### config.mk
export PLATFORM = sky130hd
export DESIGN_NAME = aes_ctrl_seq_flat
export DESIGN_NICKNAME = d
export VERILOG_FILES = /design/src/rtl/aes_ctrl_pkg.sv /design/src/rtl/aes_ctrl_seq_if.sv /design/src/rtl/aes_round_cnt.sv /design/src/rtl/aes_ctrl_seq.sv /design/src/flat_wrapper.sv
export SDC_FILE = /design/constraint.sdc
export NUM_CORES = 1
export LEC_CHECK = 0
export ABC_AREA = 1
export ABC_CLOCK_PERIOD_IN_PS = 1400
export CORE_MARGIN = 4
export CORE_UTILIZATION = 30
export CTS_CLUSTER_DIAMETER = 30
export DETAILED_ROUTE_END_ITERATION = 16
export GPL_TIMING_DRIVEN = 1
export PLACE_DENSITY = 0.53
export REMOVE_ABC_BUFFERS = 1
export SLEW_MARGIN = 25
export SYNTH_ARGS = -nofsm -noshare
export SYNTH_HDL_FRONTEND = slang
export SYNTH_SLANG_ARGS = --single-unit
### constraint.sdc
create_clock -name hclk -period 1.4 [get_ports hclk]
set_input_delay 0.28 -clock hclk [delete_from_list [all_inputs] [get_ports hclk]]
set_output_delay 0.28 -clock hclk [all_outputs]
set_load 0.005 [all_outputs]
### src/rtl/aes_ctrl_pkg.sv
// aes_ctrl_pkg: shared types and constants for the AES control sequencer.
//   aes_ctrl_state_e : sequencer FSM state encoding
//   AES_NR_*         : legal round counts for AES-128/192/256
//   nr_to_idx_w()    : minimum round-key index width for a given round count
//   nr_is_legal()    : true for the three legal round counts
package aes_ctrl_pkg;

    localparam int unsigned AES_NR_128 = 10;
    localparam int unsigned AES_NR_192 = 12;
    localparam int unsigned AES_NR_256 = 14;

    typedef enum logic [2:0] {
        ST_IDLE      = 3'd0,
        ST_KEXP_REQ  = 3'd1,
        ST_KEXP_WAIT = 3'd2,
        ST_LOAD      = 3'd3,
        ST_ROUND     = 3'd4,
        ST_FINAL     = 3'd5,
        ST_CAPTURE   = 3'd6
    } aes_ctrl_state_e;

    // Index must represent 0..nr inclusive.
    function automatic int unsigned nr_to_idx_w(input int unsigned nr);
        return $clog2(nr + 1);
    endfunction

    function automatic bit nr_is_legal(input int unsigned nr);
        return (nr == AES_NR_128) || (nr == AES_NR_192) || (nr == AES_NR_256);
    endfunction

endpackage

### src/rtl/aes_ctrl_seq_if.sv
// aes_ctrl_seq_if: command, key-expansion, datapath-strobe and status bundle of the AES
// control sequencer.
//   slave  modport : the sequencer (consumes commands/kexp_done, drives strobes/status)
//   master modport : register file / datapath side
// Optional macro AES_CTRL_IRQ_EN adds irq_mask (to sequencer) and irq (from sequencer).
interface aes_ctrl_seq_if #(
    parameter int unsigned IDX_W = 4
) ();
    logic             cmd_start;
    logic             cmd_decrypt;
    logic             cmd_new_key;
    logic             cmd_abort;
    logic             cmd_clr;
    logic             kexp_done;
    logic             kexp_start;
    logic             dp_load;
    logic             dp_round_en;
    logic             dp_final;
    logic             dp_decrypt;
    logic [IDX_W-1:0] dp_round_idx;
    logic             res_capture;
    logic             busy;
    logic             done;
    logic             err_overrun;
`ifdef AES_CTRL_IRQ_EN
    logic             irq_mask;
    logic             irq;
`endif

    modport slave (
        input  cmd_start, cmd_decrypt, cmd_new_key, cmd_abort, cmd_clr, kexp_done,
`ifdef AES_CTRL_IRQ_EN
        input  irq_mask,
        output irq,
`endif
        output kexp_start, dp_load, dp_round_en, dp_final, dp_decrypt, dp_round_idx,
        output res_capture, busy, done, err_overrun
    );

    modport master (
        output cmd_start, cmd_decrypt, cmd_new_key, cmd_abort, cmd_clr, kexp_done,
`ifdef AES_CTRL_IRQ_EN
        output irq_mask,
        input  irq,
`endif
        input  kexp_start, dp_load, dp_round_en, dp_final, dp_decrypt, dp_round_idx,
        input  res_capture, busy, done, err_overrun
    );

endinterface

### src/rtl/aes_round_cnt.sv
// aes_round_cnt: round counter and round-key index mux for the AES sequencer.
//   clk, rst    : clock, asynchronous active-high reset
//   load        : set counter to 1 (first middle round follows)
//   inc         : advance counter by one
//   decrypt     : index direction (1 = keys consumed from NR down to 0)
//   sel_load    : present the initial-key index
//   sel_round   : present the middle-round index
//   sel_final   : present the final-round index
//   idx         : round-key index (0 when nothing selected)
//   term        : counter is on the last middle round (cnt == NR-1)
module aes_round_cnt #(
    parameter int unsigned NR    = 10,
    parameter int unsigned IDX_W = 4
) (
    input  logic             clk,
    input  logic             rst,
    input  logic             load,
    input  logic             inc,
    input  logic             decrypt,
    input  logic             sel_load,
    input  logic             sel_round,
    input  logic             sel_final,
    output logic [IDX_W-1:0] idx,
    output logic             term
);

    localparam logic [IDX_W-1:0] NR_IDX   = IDX_W'(NR);
    localparam logic [IDX_W-1:0] LAST_MID = IDX_W'(NR - 1);

    logic [IDX_W-1:0] cnt_q;

    always_ff @(posedge clk or posedge rst) begin
        if (rst) begin
            cnt_q <= '0;
        end else if (load) begin
            cnt_q <= IDX_W'(1);
        end else if (inc) begin
            cnt_q <= cnt_q + IDX_W'(1);
        end
    end

    assign term = (cnt_q == LAST_MID);

    // Decrypt walks the key schedule backwards, so every index is mirrored around NR.
    always_comb begin
        idx = '0;
        if (sel_load) begin
            idx = decrypt ? NR_IDX : '0;
        end else if (sel_round) begin
            idx = decrypt ? (NR_IDX - cnt_q) : cnt_q;
        end else if (sel_final) begin
            idx = decrypt ? '0 : NR_IDX;
        end
    end

endmodule

### src/rtl/aes_ctrl_seq.sv
// aes_ctrl_seq: control sequencer for the AES round datapath and key-expansion unit.
// Turns register-file commands into per-cycle datapath strobes and keeps busy/done/error
// status for bus readback.
//   hclk, hreset : clock, asynchronous active-high reset
//   bus          : aes_ctrl_seq_if.slave (commands, kexp handshake, strobes, status)
// Parameters: NR (10/12/14 rounds), IDX_W (round-key index width, must hold NR).
// Optional macro AES_CTRL_IRQ_EN adds a registered irq = (done | err_overrun) & ~irq_mask.
module aes_ctrl_seq
    import aes_ctrl_pkg::*;
#(
    parameter int unsigned NR    = AES_NR_128,
    parameter int unsigned IDX_W = 4
) (
    input logic          hclk,
    input logic          hreset,
    aes_ctrl_seq_if.slave bus
);

    if (!nr_is_legal(NR)) begin : g_bad_nr
        $error("aes_ctrl_seq: NR must be 10, 12 or 14");
    end
    if (IDX_W < nr_to_idx_w(NR)) begin : g_bad_idx_w
        $error("aes_ctrl_seq: IDX_W too narrow to hold NR");
    end

    aes_ctrl_state_e state_q, state_d;
    logic key_stale_q, key_stale_d;
    logic done_q, done_d;
    logic err_q, err_d;
    logic mode_q;

    logic             busy;
    logic             start_acc;
    logic             in_kexp;
    logic             term;
    logic [IDX_W-1:0] round_idx;

    assign busy      = (state_q != ST_IDLE);
    // Abort in IDLE has no effect on state but still swallows a simultaneous start.
    assign start_acc = (state_q == ST_IDLE) && bus.cmd_start && !bus.cmd_abort;
    assign in_kexp   = (state_q == ST_KEXP_REQ) || (state_q == ST_KEXP_WAIT);

    always_comb begin
        state_d = state_q;
        unique case (state_q)
            ST_IDLE: begin
                if (start_acc) begin
                    state_d = key_stale_q ? ST_KEXP_REQ : ST_LOAD;
                end
            end
            ST_KEXP_REQ:  state_d = ST_KEXP_WAIT;
            ST_KEXP_WAIT: if (bus.kexp_done) state_d = ST_LOAD;
            ST_LOAD:      state_d = ST_ROUND;
            ST_ROUND:     if (term) state_d = ST_FINAL;
            ST_FINAL:     state_d = ST_CAPTURE;
            ST_CAPTURE:   state_d = ST_IDLE;
            default:      state_d = ST_IDLE;
        endcase
        if (bus.cmd_abort && busy) begin
            state_d = ST_IDLE;
        end
    end

    // A kexp_done coinciding with an abort of the expansion is not trusted.
    always_comb begin
        key_stale_d = key_stale_q;
        if (bus.cmd_new_key) begin
            key_stale_d = 1'b1;
        end else if (bus.kexp_done && !(bus.cmd_abort && in_kexp)) begin
            key_stale_d = 1'b0;
        end
    end

    always_comb begin
        done_d = done_q;
        if ((state_q == ST_CAPTURE) && !bus.cmd_abort) begin
            done_d = 1'b1;
        end else if (bus.cmd_clr || start_acc) begin
            done_d = 1'b0;
        end
    end

    always_comb begin
        err_d = err_q;
        if (bus.cmd_start && busy) begin
            err_d = 1'b1;
        end else if (bus.cmd_clr) begin
            err_d = 1'b0;
        end
    end

    always_ff @(posedge hclk or posedge hreset) begin
        if (hreset) begin
            state_q     <= ST_IDLE;
            key_stale_q <= 1'b1;
            done_q      <= 1'b0;
            err_q       <= 1'b0;
            mode_q      <= 1'b0;
        end else begin
            state_q     <= state_d;
            key_stale_q <= key_stale_d;
            done_q      <= done_d;
            err_q       <= err_d;
            if (start_acc) begin
                mode_q <= bus.cmd_decrypt;
            end
        end
    end

    aes_round_cnt #(
        .NR    (NR),
        .IDX_W (IDX_W)
    ) u_round_cnt (
        .clk       (hclk),
        .rst       (hreset),
        .load      (state_q == ST_LOAD),
        .inc       (state_q == ST_ROUND),
        .decrypt   (mode_q),
        .sel_load  (state_q == ST_LOAD),
        .sel_round (state_q == ST_ROUND),
        .sel_final (state_q == ST_FINAL),
        .idx       (round_idx),
        .term      (term)
    );

    assign bus.kexp_start   = (state_q == ST_KEXP_REQ);
    assign bus.dp_load      = (state_q == ST_LOAD);
    assign bus.dp_round_en  = (state_q == ST_ROUND) || (state_q == ST_FINAL);
    assign bus.dp_final     = (state_q == ST_FINAL);
    assign bus.dp_decrypt   = mode_q;
    assign bus.dp_round_idx = round_idx;
    assign bus.res_capture  = (state_q == ST_CAPTURE);
    assign bus.busy         = busy;
    assign bus.done         = done_q;
    assign bus.err_overrun  = err_q;

`ifdef AES_CTRL_IRQ_EN
    logic irq_q;

    always_ff @(posedge hclk or posedge hreset) begin
        if (hreset) begin
            irq_q <= 1'b0;
        end else begin
            irq_q <= (done_q | err_q) & ~bus.irq_mask;
        end
    end

    assign bus.irq = irq_q;
`endif

endmodule

### src/flat_wrapper.sv
// flat-port wrapper written by rule: the top's interface ports become plain ports
module aes_ctrl_seq_flat import aes_ctrl_pkg::*;
#(
    parameter int unsigned NR    = AES_NR_128,
    parameter int unsigned IDX_W = 4
)
  (hclk, hreset, bus_cmd_start, bus_cmd_decrypt, bus_cmd_new_key, bus_cmd_abort, bus_cmd_clr, bus_kexp_done, bus_kexp_start, bus_dp_load, bus_dp_round_en, bus_dp_final, bus_dp_decrypt, bus_dp_round_idx, bus_res_capture, bus_busy, bus_done, bus_err_overrun);
  aes_ctrl_seq_if #(.IDX_W(IDX_W)) bus_i ();
  input logic hclk;
  input logic hreset;
  input wire logic [$bits(bus_i.cmd_start)-1:0] bus_cmd_start;
  input wire logic [$bits(bus_i.cmd_decrypt)-1:0] bus_cmd_decrypt;
  input wire logic [$bits(bus_i.cmd_new_key)-1:0] bus_cmd_new_key;
  input wire logic [$bits(bus_i.cmd_abort)-1:0] bus_cmd_abort;
  input wire logic [$bits(bus_i.cmd_clr)-1:0] bus_cmd_clr;
  input wire logic [$bits(bus_i.kexp_done)-1:0] bus_kexp_done;
  output wire logic [$bits(bus_i.kexp_start)-1:0] bus_kexp_start;
  output wire logic [$bits(bus_i.dp_load)-1:0] bus_dp_load;
  output wire logic [$bits(bus_i.dp_round_en)-1:0] bus_dp_round_en;
  output wire logic [$bits(bus_i.dp_final)-1:0] bus_dp_final;
  output wire logic [$bits(bus_i.dp_decrypt)-1:0] bus_dp_decrypt;
  output wire logic [$bits(bus_i.dp_round_idx)-1:0] bus_dp_round_idx;
  output wire logic [$bits(bus_i.res_capture)-1:0] bus_res_capture;
  output wire logic [$bits(bus_i.busy)-1:0] bus_busy;
  output wire logic [$bits(bus_i.done)-1:0] bus_done;
  output wire logic [$bits(bus_i.err_overrun)-1:0] bus_err_overrun;
  assign bus_i.cmd_start = bus_cmd_start;
  assign bus_i.cmd_decrypt = bus_cmd_decrypt;
  assign bus_i.cmd_new_key = bus_cmd_new_key;
  assign bus_i.cmd_abort = bus_cmd_abort;
  assign bus_i.cmd_clr = bus_cmd_clr;
  assign bus_i.kexp_done = bus_kexp_done;
  assign bus_kexp_start = bus_i.kexp_start;
  assign bus_dp_load = bus_i.dp_load;
  assign bus_dp_round_en = bus_i.dp_round_en;
  assign bus_dp_final = bus_i.dp_final;
  assign bus_dp_decrypt = bus_i.dp_decrypt;
  assign bus_dp_round_idx = bus_i.dp_round_idx;
  assign bus_res_capture = bus_i.res_capture;
  assign bus_busy = bus_i.busy;
  assign bus_done = bus_i.done;
  assign bus_err_overrun = bus_i.err_overrun;
  aes_ctrl_seq #(.NR(NR), .IDX_W(IDX_W)) u_core (.hclk(hclk), .hreset(hreset), .bus(bus_i));
endmodule
==> impl_results.md <==
* Starting DRT DRC Count at 17
* Max-slew violation count at 0
* Worst-Margin Slew at 0.480 ns
* Max Freq at 0.586 GHz
* Antenna Nets Post-Route at 0
* Post-layout util at 0.699
* Largest family of logic cells by synthesized area: simple AND/OR/NAND/NOR gates
* Worst slack, placed at -0.354 ns
* Outcome: complete, but fails checks
* Top_reg_cell synth: dfrtp_1
* Post-synth top area share at 0.348
* Compound-Gate Fraction of Synth Area at 0.137
* Worst EP required at between 1 and 1.5 ns
* Final WL at 2740 um
* Distinct cells, synth at 25
* Mux contribution to synthesized area at 0
* Relative slew slack at 0.680
* Detailed-route via count at 963
* Die area at 3250 sq um
* PortBufs at 20
* Clock skew at 0.00673 ns
* Final Critical Period at between 1.5 and 2 ns
* Seq/Total Area, Yosys at 0.384
* First-pass GRT wire length at around 4300 um
* NumNets Final at 187
* Vias in the first global route at 949
* CTS tree: yes
* CTS sink cnt at 11
* Post-synth EDFFs at 0
* Tcrit/Tclk final at 1.22
* Leak at 0.831 nW
* Top cells by count, synth: 22 x nand2_1, 13 x inv_1, 11 x nand3_1
* Min-Delay Path Class: in2async
* Wire per inst at 13.4 um
* Setup TNS at -1.77 ns
* Crit path kind: reg2out
* Die Height at 57.0 um
* Final WS setup at -0.306 ns
* Kind of end point of the critical path: primary output
* Ys async rst share at 1.00
* Detail Placement HPWL at about 1600 um
* Synth Area in XOR/XNOR at 0.0122
* Ports at 21
* Startpoint types: flop
* Critical Path Fanout Max at 2
* YS warnings at 0
* Area leader, netlist: dfrtp_1
* Total of max-cap violations at 0
* N_diodes at 0
* CTS Buf Count at 3
* Met3 usage at 0.0362
* GR Util met2 at 0.282
* Latest clock arrival within the worst-skew pair at 0.28 ns
* Rows at 17
* Finished Layout Cells at 204
* Met1 Resource Use GR at 0.207
* Pin count of the biggest net entering global routing at 12
* Synth Area in Adders at 0.0348
* Avg Inst Size Synth at 7.27 sq um
* Pwr/cell area at 2040 nW/um^2
* Setup violations, final at 11
* Post-synthesis register bit count at 11
* Synth Area in Simple Gates at 0.332
* Initial antenna violation count at 0
* H-tree lvl count at 1
* CTS max path bufs at 2
* GR Overflow Total at 0
* Final hold vios at 0
* TritonRoute pass-1 iters at 4
* Clock slew at reported path FFs at 0.09 ns
* RSZ-0062 raised after global routing: yes
* FILL cells at ~180
* Area contributors post-synth: dfrtp_1 35%, nand2_1 11%, nand3_1 7.7%, inv_1 6.8%, nor2_1 4.2%
* Core Area at between 2000 and 2500 sq um
* Post-CTS Hold Fix Bufs at 0
* Most Crowded Layer GR: met2
* GR Util All Layers at 0.167
* Drt drc at 0
* Post-synthesis instance area at 719 sq um
* Area Growth Syn to Fin at 119%
* Mapped Cells at 99
* Violated checks: negative setup slack
* Die W at 57.0 um
* Via/cell ratio at 4.72
* Routability cong. at 0.827
* WP data arrival at 1.43 ns
* Clock root buffer: clkbuf_4
* Initial Util at 0.319
* Dpl cells at roughly 180
* Count leader, synth: nand2_1
* Share of layout cells above drive strength 1 at 0.608
* Max VDD drop at 1.24 mV
## layout make-up
type | count | area (sq um) | share of cell area
tap | 28 | 35.0 | 0.0222
multi-input combinational | 69 | 528 | 0.335
sequential | 11 | 279 | 0.177
timing repair buffer | 73 | 633 | 0.402
clock buffer | 3 | 22.5 | 0.0143
clock inverter | 1 | 5.00 | 0.00317
inverter | 19 | 73.8 | 0.0468
## cells by family after synthesis
logic type	count (synthesis)
buf+inv	19
fa+ha+maj	2
flops	11
simple gates	51
xor+xnor	1
compound gates	15
## final timing paths
kind | from | end | slack [ns] | cells after the start
worst max-delay path | u_core.u_round_cnt.cnt_q[0]$_DFFE_PP0P_ | bus_dp_round_idx[2] | -0.31 | 6
worst min-delay path | hreset | u_core.u_round_cnt.cnt_q[1]$_DFFE_PP0P_ | 0.30 | 2
worst max register to register | u_core.state_q[1]$_DFFE_PP0P_ | u_core.u_round_cnt.cnt_q[1]$_DFFE_PP0P_ | -0.02 | 7
worst min register to register | u_core.key_stale_q$_DFFE_PP1P_ | u_core.key_stale_q$_DFFE_PP1P_ | 0.49 | 2
max in group asynchronous | hreset | u_core.state_q[0]$_DFFE_PP0P_ | 0.74 | 2
min in group hclk | u_core.key_stale_q$_DFFE_PP1P_ | u_core.key_stale_q$_DFFE_PP1P_ | 0.49 | 2
## sequential cells by signal (all words and copies together), names as in the netlist
name,cells
u_core.u_round_cnt.cnt_q,4
u_core.state_q,3
u_core.bus.done,1
u_core.bus.dp_decrypt,1
u_core.bus.err_overrun,1
u_core.key_stale_q,1
## placed cells by master, fill, tap and decap left out, drive strengths merged, types with 3 or more instances in the layout
master          n
nor2           10
dlygate4sd2     3
dfrtp          10
nand2          26
buf            63
inv            19
nand3          12
o21ai           8
clkdlybuf4s50   7
clkbuf          3
## through the flow
stage	hold slack, ns	power (mW)	cell area (sq um)
final	0.299	3.22	1580
after detailed placement	0.473	2.10	1180
after global routing	0.336	3.46	1580
after CTS	0.309	2.91	1470
after floorplan	0.132	1.23	719
after global placement	0.461	2.08	1180
## critical path, cell delays in order (launching register included)
cell     delay (ns)
dfrtp_1        0.40
buf_6          0.13
ha_4           0.15
xor2_2         0.15
o21ai_2        0.15
a21oi_2        0.04
buf_2          0.12
## power by group
group          internal [mW]  switching (mW)  total, mW  leakage [nW]
Sequential             0.443           0.129      0.572         0.135
Clock                  0.106           0.136      0.242        0.0177
Combinational           1.31            1.09       2.40         0.679
Total                   1.86            1.36       3.22         0.831
## per-layer routing
| layer | wire, um | share of wire |
|---|---|---|
| met1 | 1220 | 0.45 |
| met2 | 1330 | 0.49 |
| met3 | 128 | 0.047 |
| met4 | 48 | 0.018 |
| met5 | 0 | 0 |
## repair_timing
action,in CTS,in global routing
setup endpoints to repair,13,17
cloned,0,0
pin swaps,14,13
buffers inserted,24,13
gates resized for setup,82,27
Power figures use the tool's default switching activity.
